===== src/rtl/mem_port_arbiter.sv =====
// Two-requester arbiter for a single-port external memory: critical-word-first
// I-cache line refills and single-word data loads/stores, alternating priority.
module mem_port_arbiter #(
  parameter int ADDR_W     = 16,
  parameter int DATA_W     = 32,
  parameter int LINE_WORDS = 4,
  localparam int L         = $clog2(LINE_WORDS)
) (
  input  logic              clk,
  input  logic              rst,
  input  logic              i_miss,
  input  logic [ADDR_W-1:0] i_addr,
  output logic [DATA_W-1:0] i_word,
  output logic [L-1:0]      i_word_idx,
  output logic              i_word_ready,
  output logic              i_line_done,
  input  logic              d_re,
  input  logic              d_we,
  input  logic [ADDR_W-1:0] d_addr,
  input  logic [DATA_W-1:0] d_wdata,
  output logic [DATA_W-1:0] d_rdata,
  output logic              d_ready,
  output logic              mem_req,
  output logic              mem_we,
  output logic [ADDR_W-1:0] mem_addr,
  output logic [DATA_W-1:0] mem_wdata,
  input  logic [DATA_W-1:0] mem_rdata,
  input  logic              mem_rvalid
);

  localparam logic [2:0] IDLE    = 3'd0;
  localparam logic [2:0] I_ISSUE = 3'd1;
  localparam logic [2:0] I_WAIT  = 3'd2;
  localparam logic [2:0] D_RD    = 3'd3;
  localparam logic [2:0] D_WAIT  = 3'd4;
  localparam logic [2:0] D_WR    = 3'd5;
  localparam logic [2:0] DONE    = 3'd6;

  localparam logic [L:0] CNT_FULL = (L+1)'(LINE_WORDS);
  localparam logic [L:0] CNT_LAST = (L+1)'(LINE_WORDS - 1);
  localparam logic [L:0] CNT_ONE  = (L+1)'(1);

  logic [2:0]        state;
  logic              last_grant_i;
  logic              done_is_i;
  logic [L:0]        issue_cnt;
  logic [L:0]        recv_cnt;
  logic [ADDR_W-1:0] i_addr_q;
  logic [ADDR_W-1:0] d_addr_q;
  logic [DATA_W-1:0] d_wdata_q;

  logic              want_i;
  logic              want_d;
  logic              grant_i;
  logic              grant_d;
  logic              i_accept;
  logic [L:0]        recv_next;
  logic [L-1:0]      issue_idx;
  logic [L-1:0]      recv_idx;

  // Refill responses are accepted in any refill state, but never past a full line.
  always_comb begin
    want_i    = i_miss;
    want_d    = d_re | d_we;
    grant_i   = want_i && (!want_d || !last_grant_i);
    grant_d   = want_d && !grant_i;
    i_accept  = mem_rvalid && (state == I_ISSUE || state == I_WAIT) && (recv_cnt < CNT_FULL);
    recv_next = recv_cnt + {{L{1'b0}}, i_accept};
    issue_idx = i_addr_q[L-1:0] + issue_cnt[L-1:0];
    recv_idx  = i_addr_q[L-1:0] + recv_cnt[L-1:0];
  end

  always_comb begin
    mem_req   = 1'b0;
    mem_we    = 1'b0;
    mem_addr  = '0;
    mem_wdata = '0;
    case (state)
      I_ISSUE: begin
        mem_req  = 1'b1;
        mem_addr = {i_addr_q[ADDR_W-1:L], issue_idx};
      end
      D_RD: begin
        mem_req  = 1'b1;
        mem_addr = d_addr_q;
      end
      D_WR: begin
        mem_req   = 1'b1;
        mem_we    = 1'b1;
        mem_addr  = d_addr_q;
        mem_wdata = d_wdata_q;
      end
      default: ;
    endcase
  end

  assign i_line_done = (state == DONE) && done_is_i;
  assign d_ready     = (state == DONE) && !done_is_i;

  always_ff @(posedge clk) begin
    if (rst) begin
      state        <= IDLE;
      last_grant_i <= 1'b0;
      done_is_i    <= 1'b0;
      issue_cnt    <= '0;
      recv_cnt     <= '0;
      i_addr_q     <= '0;
      d_addr_q     <= '0;
      d_wdata_q    <= '0;
      i_word       <= '0;
      i_word_idx   <= '0;
      i_word_ready <= 1'b0;
      d_rdata      <= '0;
    end else begin
      i_word_ready <= i_accept;
      if (i_accept) begin
        i_word     <= mem_rdata;
        i_word_idx <= recv_idx;
        recv_cnt   <= recv_next;
      end

      case (state)
        IDLE: begin
          if (grant_i) begin
            state        <= I_ISSUE;
            i_addr_q     <= i_addr;
            issue_cnt    <= '0;
            recv_cnt     <= '0;
            last_grant_i <= 1'b1;
            done_is_i    <= 1'b1;
          end else if (grant_d) begin
            state        <= d_we ? D_WR : D_RD;
            d_addr_q     <= d_addr;
            d_wdata_q    <= d_wdata;
            last_grant_i <= 1'b0;
            done_is_i    <= 1'b0;
          end
        end
        I_ISSUE: begin
          issue_cnt <= issue_cnt + CNT_ONE;
          if (issue_cnt == CNT_LAST)
            state <= (recv_next == CNT_FULL) ? DONE : I_WAIT;
        end
        // DONE lines up with the pulse of the final word being registered now.
        I_WAIT: begin
          if (recv_next == CNT_FULL)
            state <= DONE;
        end
        D_RD: state <= D_WAIT;
        D_WAIT: begin
          if (mem_rvalid) begin
            d_rdata <= mem_rdata;
            state   <= DONE;
          end
        end
        D_WR: state <= DONE;
        DONE: state <= IDLE;
        default: state <= IDLE;
      endcase
    end
  end

endmodule


===== config.mk =====
export PLATFORM = sky130hd
export DESIGN_NAME = mem_port_arbiter
export DESIGN_NICKNAME = d
export VERILOG_FILES = /design/src/rtl/mem_port_arbiter.sv
export SDC_FILE = /design/constraint.sdc
export NUM_CORES = 1
export LEC_CHECK = 0
export ABC_AREA = 1
export CAP_MARGIN = 20
export CORE_ASPECT_RATIO = 0.5
export CORE_UTILIZATION = 39
export DETAILED_ROUTE_END_ITERATION = 6
export GPL_ROUTABILITY_DRIVEN = 0
export PLACE_DENSITY = 0.73
export SLEW_MARGIN = 20
export SYNTH_ARGS = -nofsm -noshare
export SYNTH_HDL_FRONTEND = slang
export SYNTH_SLANG_ARGS = --single-unit

===== constraint.sdc =====
create_clock -name clk -period 2.15 [get_ports clk]
set_input_delay 0.43 -clock clk [delete_from_list [all_inputs] [get_ports clk]]
set_output_delay 0.43 -clock clk [all_outputs]
set_load 0.01 [all_outputs]

==> flow_summary.ini <==
[floorplan]
start_util_pct = 40.9
die_y_um = 87.2
die_width_um = 172
num_rows = 30
dieArea_um2 = 15000
core_um2 = 13900
num_io_pins = 221

[detailed_routing]
first_pass_iters = 5
drt_iter0_drc = 365
drt_wl_total_um = 16900
vias_per_cell = 4.73
dr_total_vias = 5730
wl_per_cell_um = 13.9
drc = 0
ant_nets = 0

[global_route]
grt_use_total_pct = 22.1
grt_max_degree = 65
antenna_found_initial = 0
grt_pass1_wl_um = 26200
overflow = 0
grt_pass1_vias = 5460

[final_layout]
final_cell_area_um2 = 8560
nets = 1114
antenna_cells = 0
area.growth.synth_to_final_pct = 51.1
n_fill_cell = 1262
drive_above_1_share_pct = 13.4

[clocking]
cts_tree = yes
cts.clk_slew.worst_paths_ns = 0.06
ctsHoldBuffers = 0
clk_root_buffer_cell = clkbuf_16
cts_sinks = 141
cts_buffers = 17
clockBufferDepth = 2
clkLatencyLatePin_ns = 0.41
htreeDepth = 4

[synth]
synth.distinct_cells = 27
synth.avg_cell_area_um2 = 7.24
synthMostInstantiatedCell = nor2_1
ys_async_sr_fraction_pct = 0
synth_edf_count = 0
ys_top_cells_by_count = nor2_1 (169), dfxtp_1 (141), o21ai_0 (115), nand2_1 (114), inv_1 (81)
synth_top_area_share_pct = 49.8
ys_ff_latch = 141
synthesis.area_um2 = 5670
syn_nets = 890
syn_inst = 782
synthTopCellsByArea = dfxtp_1 (50%), nor2_1 (11%), o21ai_0 (10%)
synth_flop_cell = dfxtp_1
yosys.area.top_type = dfxtp_1
ys_seq_area_share_pct = 49.8
yosysWarnings = 0

[power]
p_per_area_nw_per_um2 = 1140
leakagePower_nw = 3.54
ir_worst_vdd_mv = 0.691
power_mw = 9.77

[worst_setup_path]
cp-start-kind = register
reg2reg_to = state[2]
cp_max_fo = 5
r2r_setup_slack_ns = 0.19
crit_type = register to output port
r2r_start = state[2]
end_kind = output port
reg2reg_depth = 13
arrival_ns = 1.73
cp.required_ns = 1.72

[timing]
clock_skew_ns = 0.00842
max_clock_freq_mhz = 462
drv_slew = 0
fin_crit_ns = 2.16
rsz0062_at_grt = true
hold_violations = 0
worst_pin_slew_ns = 0.440
slew_headroom_pct = 70.7
setup_viol = 1
fin_crit_sh_pct = 101
worst_slack_ns = -0.0123

[placement]
placedInstanceArea_um2 = 8080
portBuffers = 220
dp_hpwl_um = 11500

[status]
status = complete, but fails checks
violations = setup timing

[run]
max-cap-violations = 0

[worst_hold_path]
min_from = d_rdata[15]
min_path_cells = 2
worstHoldEndpoint = d_rdata[15]
hold_path.class = register to register
-- worst max-delay path by stage --
| stage | from | to | slack (ns) | cells past startpoint |
|---|---|---|---|---|
| after CTS | state[1] | mem_addr[13] | -0.02 | 8 |
| after global placement | mem_rvalid | state[2] | -0.001 | 12 |
| after global routing | state[2] | mem_addr[13] | -0.09 | 8 |
| after floorplan | state[1] | state[2] | 0.06 | 15 |
| final | state[2] | mem_addr[13] | -0.01 | 8 |
| after detailed placement | mem_rvalid | state[0] | -0.02 | 10 |
-- timing repair --
action / in CTS / in global routing
setup endpoints to repair: 51 / 46
resized for setup: 94 / 95
pin swaps: 1 / 6
cloned: 1 / 1
buffers inserted: 3 / 7
-- area by class of cell --
class,count,area (um2),share of cell area [%]
clock buffer,17,425,4.97
clock inverter,15,129,1.51
inverter,87,329,3.84
multi-input combinational,507,2310,27.0
sequential,141,2830,33.1
tap,192,240,2.81
timing repair buffer,252,2290,26.8
-- routing by layer --
layer | track usage (%) | part of all wire (%) | up-vias
met4 | 9.57 | 2.3 | 0
met1 | 27.7 | 45 | 2616
met3 | 3.73 | 4.4 | 33
met5 | 0 | 0 | -
li1 | - | - | 2914
met2 | 37.9 | 49 | 167
-- power by group --
| group | internal [mW] | leakage, nW | total, mW | switching (mW) |
|---|---|---|---|---|
| Clock | 1.52 | 0.259 | 2.74 | 1.23 |
| Combinational | 1.42 | 2.12 | 3.32 | 1.89 |
| Sequential | 3.31 | 1.16 | 3.71 | 0.399 |
| Total | 6.25 | 3.54 | 9.77 | 3.52 |
-- per-stage QoR --
stage | worst slack (ns) | cells | setup TNS, ns | hold WS (ns) | util [%]
2_1_floorplan | 0.0630 | 782 | 0 | 0.439 | -
5_1_grt | -0.0913 | 1211 | -0.207 | 0.464 | 61.8
3_5_place_dp | -0.0177 | 1167 | -0.0210 | 0.436 | 58.3
4_1_cts | -0.0248 | 1203 | -0.0348 | 0.446 | 62.4
3_3_place_gp | -0.00132 | 1167 | -0.00132 | 0.431 | 58.3
6_report | -0.0123 | 1211 | -0.0123 | 0.441 | 61.8
-- critical path, cell delays in order (launching register included) --
cell and delay, ns:
dfxtp_4 0.36, buf_6 0.12, nor3_4 0.23, buf_6 0.16, buf_6 0.10, buf_6 0.09
o21ai_2 0.04, nand2_1 0.08, buf_2 0.13
-- cell families after synthesis --
logic type                 share of synthesized area (%)
DFF                                                 49.8
AOI/OAI and AO/OA                                   17.2
adders and majority gates                           1.33
and+or+nand+nor                                     21.0
buffers and inverters                               10.1
xor gates and xnor gates                           0.618
-- cells in the final DEF, fill, tap and decap left out, drive strengths merged, types with 5 or more instances in the layout --
cell | synthesis | final
a21oi | 75 | 75
buf | 19 | 41
clkbuf | 28 | 56
clkdlybuf4s50 | 0 | 169
clkinvlp | 0 | 5
dfxtp | 141 | 141
ha | 6 | 6
inv | 85 | 94
nand2 | 116 | 116
nand3 | 8 | 8
nor2 | 172 | 172
o21ai | 118 | 118
-- sequential cells by signal, indices dropped and copies added, names as in the netlist --
register      cells
d_addr_q         16
d_rdata          32
d_wdata_q        32
done_is_i         1
i_addr_q         16
i_word           32
i_word_idx        2
i_word_ready      1
issue_cnt         3
recv_cnt          3
state             3
No activity file was read; power rests on OpenSTA's default activity.
